==> src/rtl/gpc_pkg.sv <==
// Shared GPC(2,3;3) definitions: the per-beat weighted count type and accumulator sizing helper.
package gpc_pkg;
  typedef logic [2:0] gpc_cnt_t;

  localparam int GPC23_MAX = 7;

  // Smallest accumulator width that holds a full frame of maximal counts without loss.
  function automatic int gpc_acc_w(input int frame_len);
    return $clog2(GPC23_MAX * frame_len + 1);
  endfunction
endpackage

==> src/rtl/gpc_acc_add.sv <==
// Accumulator adder: acc + zero-extended GPC count. Saturates and flags ovf when GPC_ACC_SAT_EN
// is defined, otherwise wraps modulo 2**ACC_W with ovf held at 0.
module gpc_acc_add
  import gpc_pkg::*;
#(
  parameter int ACC_W = 8
) (
  input  logic [ACC_W-1:0] acc,
  input  gpc_cnt_t         z,
  output logic [ACC_W-1:0] sum,
  output logic             ovf
);
`ifdef GPC_ACC_SAT_EN
  // Three spare carry bits so narrow accumulators still see the whole count.
  logic [ACC_W+2:0] full;

  always_comb begin
    full = {3'b000, acc} + (ACC_W+3)'(z);
    ovf  = |full[ACC_W+2:ACC_W];
    sum  = ovf ? {ACC_W{1'b1}} : full[ACC_W-1:0];
  end
`else
  always_comb begin
    sum = acc + ACC_W'(z);
    ovf = 1'b0;
  end
`endif
endmodule

==> src/rtl/gpc_frame_accum.sv <==
// Frame accumulator: sums FRAME_LEN GPC(2,3;3) counts per frame with valid/ready on both sides.
// Optional saturation and per-frame overflow flag under macro GPC_ACC_SAT_EN.
module gpc_frame_accum
  import gpc_pkg::*;
#(
  parameter int FRAME_LEN = 16,
  parameter int ACC_W     = 8
) (
  input  logic             clk,
  input  logic             rst,
  input  logic             in_valid,
  output logic             in_ready,
  input  logic [2:0]       in_z,
  output logic             out_valid,
  input  logic             out_ready,
  output logic [ACC_W-1:0] out_sum,
  output logic             out_ovf
);
  localparam int CNT_W = $clog2(FRAME_LEN + 1);
  localparam logic [CNT_W-1:0] LAST = CNT_W'(FRAME_LEN - 1);

  logic [ACC_W-1:0] acc;
  logic [CNT_W-1:0] beat_cnt;
  logic [ACC_W-1:0] add_sum;
  logic             add_ovf;
  logic             is_last;
  logic             accept;

  gpc_acc_add #(.ACC_W(ACC_W)) u_add (
    .acc (acc),
    .z   (gpc_cnt_t'(in_z)),
    .sum (add_sum),
    .ovf (add_ovf)
  );

  // Only the closing beat of a frame has to wait for a held result to drain.
  assign is_last  = (beat_cnt == LAST);
  assign in_ready = ~(is_last & out_valid & ~out_ready);
  assign accept   = in_valid & in_ready;

  always_ff @(posedge clk) begin
    if (rst) begin
      acc       <= '0;
      beat_cnt  <= '0;
      out_valid <= 1'b0;
      out_sum   <= '0;
    end else begin
      if (accept && is_last) begin
        out_sum   <= add_sum;
        out_valid <= 1'b1;
        acc       <= '0;
        beat_cnt  <= '0;
      end else begin
        if (out_ready) out_valid <= 1'b0;
        if (accept) begin
          acc      <= add_sum;
          beat_cnt <= beat_cnt + 1'b1;
        end
      end
    end
  end

`ifdef GPC_ACC_SAT_EN
  logic frame_ovf;

  always_ff @(posedge clk) begin
    if (rst) begin
      frame_ovf <= 1'b0;
      out_ovf   <= 1'b0;
    end else if (accept) begin
      if (is_last) begin
        out_ovf   <= frame_ovf | add_ovf;
        frame_ovf <= 1'b0;
      end else begin
        frame_ovf <= frame_ovf | add_ovf;
      end
    end
  end
`else
  // Adder reports constant 0 when wrapping, so no overflow state is kept.
  assign out_ovf = add_ovf;
`endif
endmodule

==> config.mk <==
export PLATFORM = sky130hd
export DESIGN_NAME = gpc_frame_accum
export DESIGN_NICKNAME = d
export VERILOG_FILES = /design/src/rtl/gpc_pkg.sv /design/src/rtl/gpc_acc_add.sv /design/src/rtl/gpc_frame_accum.sv
export SDC_FILE = /design/constraint.sdc
export NUM_CORES = 1
export LEC_CHECK = 0
export BUFFER_PORTS_ARGS = -buffer_cell sky130_fd_sc_hd__buf_2
export CAP_MARGIN = 30
export CORE_ASPECT_RATIO = 1.4
export CORE_MARGIN = 5
export CORE_UTILIZATION = 40
export CTS_CLUSTER_SIZE = 8
export DETAILED_ROUTE_END_ITERATION = 10
export GPL_ROUTABILITY_DRIVEN = 1
export SLEW_MARGIN = 20
export SYNTH_ARGS = -nofsm -noshare
export SYNTH_HDL_FRONTEND = slang
export SYNTH_SLANG_ARGS = --single-unit
==> constraint.sdc <==
create_clock -name clk -period 3.3 [get_ports clk]
set_input_delay 0.825 -clock clk [delete_from_list [all_inputs] [get_ports clk]]
set_output_delay 0.825 -clock clk [all_outputs]
set_load 0.01 [all_outputs]
; Yosys cells after proc, flatten, opt, wreduce, memory -nomap -nowiden
; Cells that the tools add are included.
[totals]
ff_bits = 22
inputBits = 7
output_inout_bits = 11
wordCells = 17
[classes]
add_sub_neg = 2
eq_ne = 1
n_mux = 2
n_bitwise = 5
n_reduce_logical = 3
[ops]
columns = cell, n
row1 = $add 8x3->8, 1
row2 = $add 5x1->5 const B, 1
row3 = $eq 5x4->1 const B, 1
row4 = $and 1x1->1, 3
row5 = $mux 1, 2
row6 = $not 1->1, 2
row7 = $reduce_bool 2->1, 1
row8 = $reduce_or 2->1, 1
row9 = $logic_and 1x1->1, 1

; Longest topological paths before layout
[logic_depth]
depth_word = 7
depth_mapped = 9
ltp_nobuf = 8

; Modules after synthesis
; From an unflattened synthesis, not the netlist that was laid out.
[unflattened]
hier_cells = 113
hier_area_um2 = 1062.3
[by_module_without_submodules]
columns = mod, instances, cells_each, area_per_inst_um2, seq_area_each_um2
row1 = gpc_frame_accum, 1, 87, 864.6, 440.4
row2 = gpc_acc_add, 1, 26, 197.7, 0.0

; Least setup slack after synthesis
; No wires, ideal clock.
[synth_timing]
path_kind = input to register
start = input port in_z[0]
end = register acc[6]
setup_time_ns = 0.071
t_arrival_ns = 2.150
required_ns = 3.229
setup_slack_ns = 1.079
cell_stages = 7
n_path_buf = 0
path_cell_list = ha_1 -> inv_1 -> fa_1 -> nor2b_1 -> o2111ai_1 -> or3_1 -> a21oi_1
[synth_via]
elab_chain_cells = 1
[synth_rtl]
columns = item, line_no
row1 = "start, declared", gpc_frame_accum.sv:13  ; input logic [2:0] in_z,
row2 = $add 8x3->8, gpc_acc_add.sv:24  ; sum = acc + ACC_W'(z);
row3 = "end signal, assigned", gpc_frame_accum.sv:56  ; acc <= add_sum;
row4 = "end, declared", gpc_frame_accum.sv:22  ; logic [ACC_W-1:0] acc;
; No other way between the ends.
; A chain may end at the register's enable or synchronous reset.

; Worst setup path in the final report
[layout_timing]
start = register beat_cnt[0]
end = output port in_ready
[layout_via]
elab_chain_cells = 4
[layout_rtl]
columns = item, line_no
row1 = "start, declared", gpc_frame_accum.sv:23  ; logic [CNT_W-1:0] beat_cnt;
row2 = "start signal, assigned", gpc_frame_accum.sv:57  ; beat_cnt <= beat_cnt + 1'b1;
row3 = $eq 5x4->1, gpc_frame_accum.sv:37  ; assign is_last = (beat_cnt == LAST);
row4 = $and 1x1->1 (2 in series), gpc_frame_accum.sv:38  ; assign in_ready = ~(is_last & out_valid & ~out_ready);
row5 = $not 1->1, gpc_frame_accum.sv:38
row6 = "end, declared", gpc_frame_accum.sv:12  ; output logic in_ready,
; No other way between the ends.

==> impl_metrics.toml <==
[outcome]
outcome = "finished clean"

[final_layout]
areaGrowthSynthToFinish_pct = 10.8
multi_input_area_um2 = 584
final_area_um2 = 1190
diodes = 0
seqCellArea_um2 = 440
n_fill_cell = 279
nets = 150
drive_gt1_share_pct = 20.0

[placement]
dpl_cell_area_um2 = 1170
dp_slack_ns = 0.865
gp_congestion = 0.752
port_buffers = 16
dp_hpwl_um = 1610

[synth]
yosysSeqAreaShare_pct = 40.8
yosys_warnings = 0
syn-cell-area_um2 = 1080
syn_inst = 121
synth_cell_types = 33
avgSynthCellArea_um2 = 8.91
synth_fp_nets = 134
synth_seq_cells = 22

[worst_setup_path]
critPathArrivalTime_ns = 1.85
start_kind = "flop"
startpoint = "beat_cnt[0]"
reg2reg_slack_ns = 1.24
worst-path-max-fanout = 6
required_ns = 2.47
crit_type = "flop to output port"
r2r_end = "acc[4]"
worstSetupEndpointType = "output port"
r2r-start = "beat_cnt[0]"
rr_worst_depth = 8

[drt]
wl_um = 2070
via_per_inst = 4.99
drt-pass1-iter-count = 4
num_vias = 853
wire_per_inst_um = 12.1
drc = 0
ant_nets = 0
drtIter0Drc = 24

[sta]
setup_viol = 0
final.min_clock_period_ns = 2.68
fin_ws_ns = 0.622
skew_ns = 0.00505
worst_pin_slew_ns = 0.530
maxSlewViolCount = 0
grt_setup_unrepaired = "false"
tns_ns = 0
max-slew-margin-rel_pct = 64.6
fin_crit_sh_pct = 81.2
hold_viol_final = 0
fmax_mhz = 373

[clock_network]
cts_setup_buffers = 0
worst_skew_pair.late_latency_ns = 0.30
htree_levels = 1
cts-buffers-inserted = 3
clockRootBuffer = "clkbuf_4"
cts.clk_slew.worst_paths_ns = 0.12
ctsResizeCount = 0
cts_tree = "yes"
ctsHoldBuffers = 0
cts.sinks = 22
ctsLongestPathBuffers = 2

[floorplan]
die_h_um = 71.4
io_pins = 18
start_util_pct = 41.2
fp.coreArea_um2 = 2620
rows = 22
die_w_um = 53.9
dieArea_um2 = 3850

[power_and_ir_drop]
p_leak_uw = 0.000451
p_per_area_nw_per_um2 = 381
vdd_drop_max_mv = 0.219

[hold_path]
min_to = "out_sum[3]"
min_from = "out_sum[3]"
min_path_type = "flop to flop"
whs_path_depth = 2

[global_route]
antenna_found_initial = 0
overflow = 0
grt_max_degree = 14
first_global_vias = 850
grt_pass1_wl_um = 3620
grtUsageTotal_pct = 12.2

[job]
max_cap_violations = 0
## through the flow
stage / util [%] / hold slack (ns) / power [uW] / instances
final: 45.7 / 0.453 / 455 / 171
after global routing: 45.7 / 0.482 / 482 / 171
after CTS: 45.7 / 0.458 / 461 / 171
after detailed placement: 44.8 / 0.443 / 341 / 168
after global placement: 44.8 / 0.440 / 339 / 168
after floorplan: - / 0.440 / 327 / 121
## metal layers
metal	global-route usage (%)	routed length, um
met1	15.0	864
met2	19.9	1070
met3	2.70	122
met4	4.83	18
met5	0	0
## sequential cells by signal, summed over array words and instances, names as in the netlist
| register | flops |
|---|---|
| out_sum | 8 |
| acc | 8 |
| out_valid | 1 |
| beat_cnt | 5 |
## layout make-up
type,instances,area share [%]
Multi-Input combinational cell,88,48.9
Inverter,6,1.88
Tap cell,36,3.77
Sequential cell,22,36.9
Timing Repair Buffer,16,6.70
Clock buffer,3,1.88
## cell usage in the layout (no fill, tap or decap), types with 3 or more instances in the layout
master and count:
a211oi_1 8, a21oi_1 12, and3_1 3, buf_2 16, clkbuf_4 3, dfxtp_1 22
ha_1 5, inv_1 4, nand2_1 12, nand3_1 3, nor2_1 13, o21ai_0 4
xnor2_1 8, xor2_1 3
## worst max-delay path: stages (launching register included)
cell	delay, ns
dfxtp_1	0.39
ha_1	0.18
and3_1	0.16
ha_1	0.17
and3b_1	0.40
inv_2	0.09
buf_2	0.15
## synth_stat cells (all sizes together)
cell type  number  area, um2
ha              5       62.6
nor3            1       5.00
nand4           1       6.26
a211oi          8       60.1
xor2            3       26.3
o21ai           4       20.0
nor2           14       55.1
clkbuf          1       3.75
fa              1       20.0
buf             4       27.5
a21oi          13       68.8
nand2b          2       12.5
nor2b           1       6.26
dfxtp          22        440
inv             6       22.5
xnor2           8       70.1
nand3           4       25.0
a2111oi         2       42.5
nand2          13       51.3
and3            3       18.8
conb            1       3.75
and3b           1       8.76
or3             2       12.5
o2111ai         1       8.76
## where the power goes
part | leakage, uW | total [uW] | internal, uW | switching (uW)
clock | 0.0000138 | 121 | 42.6 | 78.0
combinational | 0.000259 | 55.1 | 22.1 | 33.0
sequential | 0.000178 | 280 | 273 | 6.40
## kinds of logic (layout without fill, tap and decap cells)
family / Yosys count / after routing / share of synthesized area (%)
simple gates: 42 / 42 / 18.7
xor+xnor: 11 / 11 / 8.93
fa+ha+maj: 6 / 6 / 7.66
compound gates: 28 / 28 / 18.6
flops: 22 / 22 / 40.8
buf+inv: 11 / 25 / 4.99
other cells: 1 / 1 / 0.348
## worst max path at each step
stage | end | slack, ns | cells past startpoint
after floorplan | acc[6] | 1.08 | 7
after global placement | in_ready | 0.87 | 4
after detailed placement | acc[6] | 0.87 | 8
after CTS | in_ready | 0.59 | 6
after global routing | in_ready | 0.53 | 6
final | in_ready | 0.62 | 6
Power figures use the tool's default switching activity.
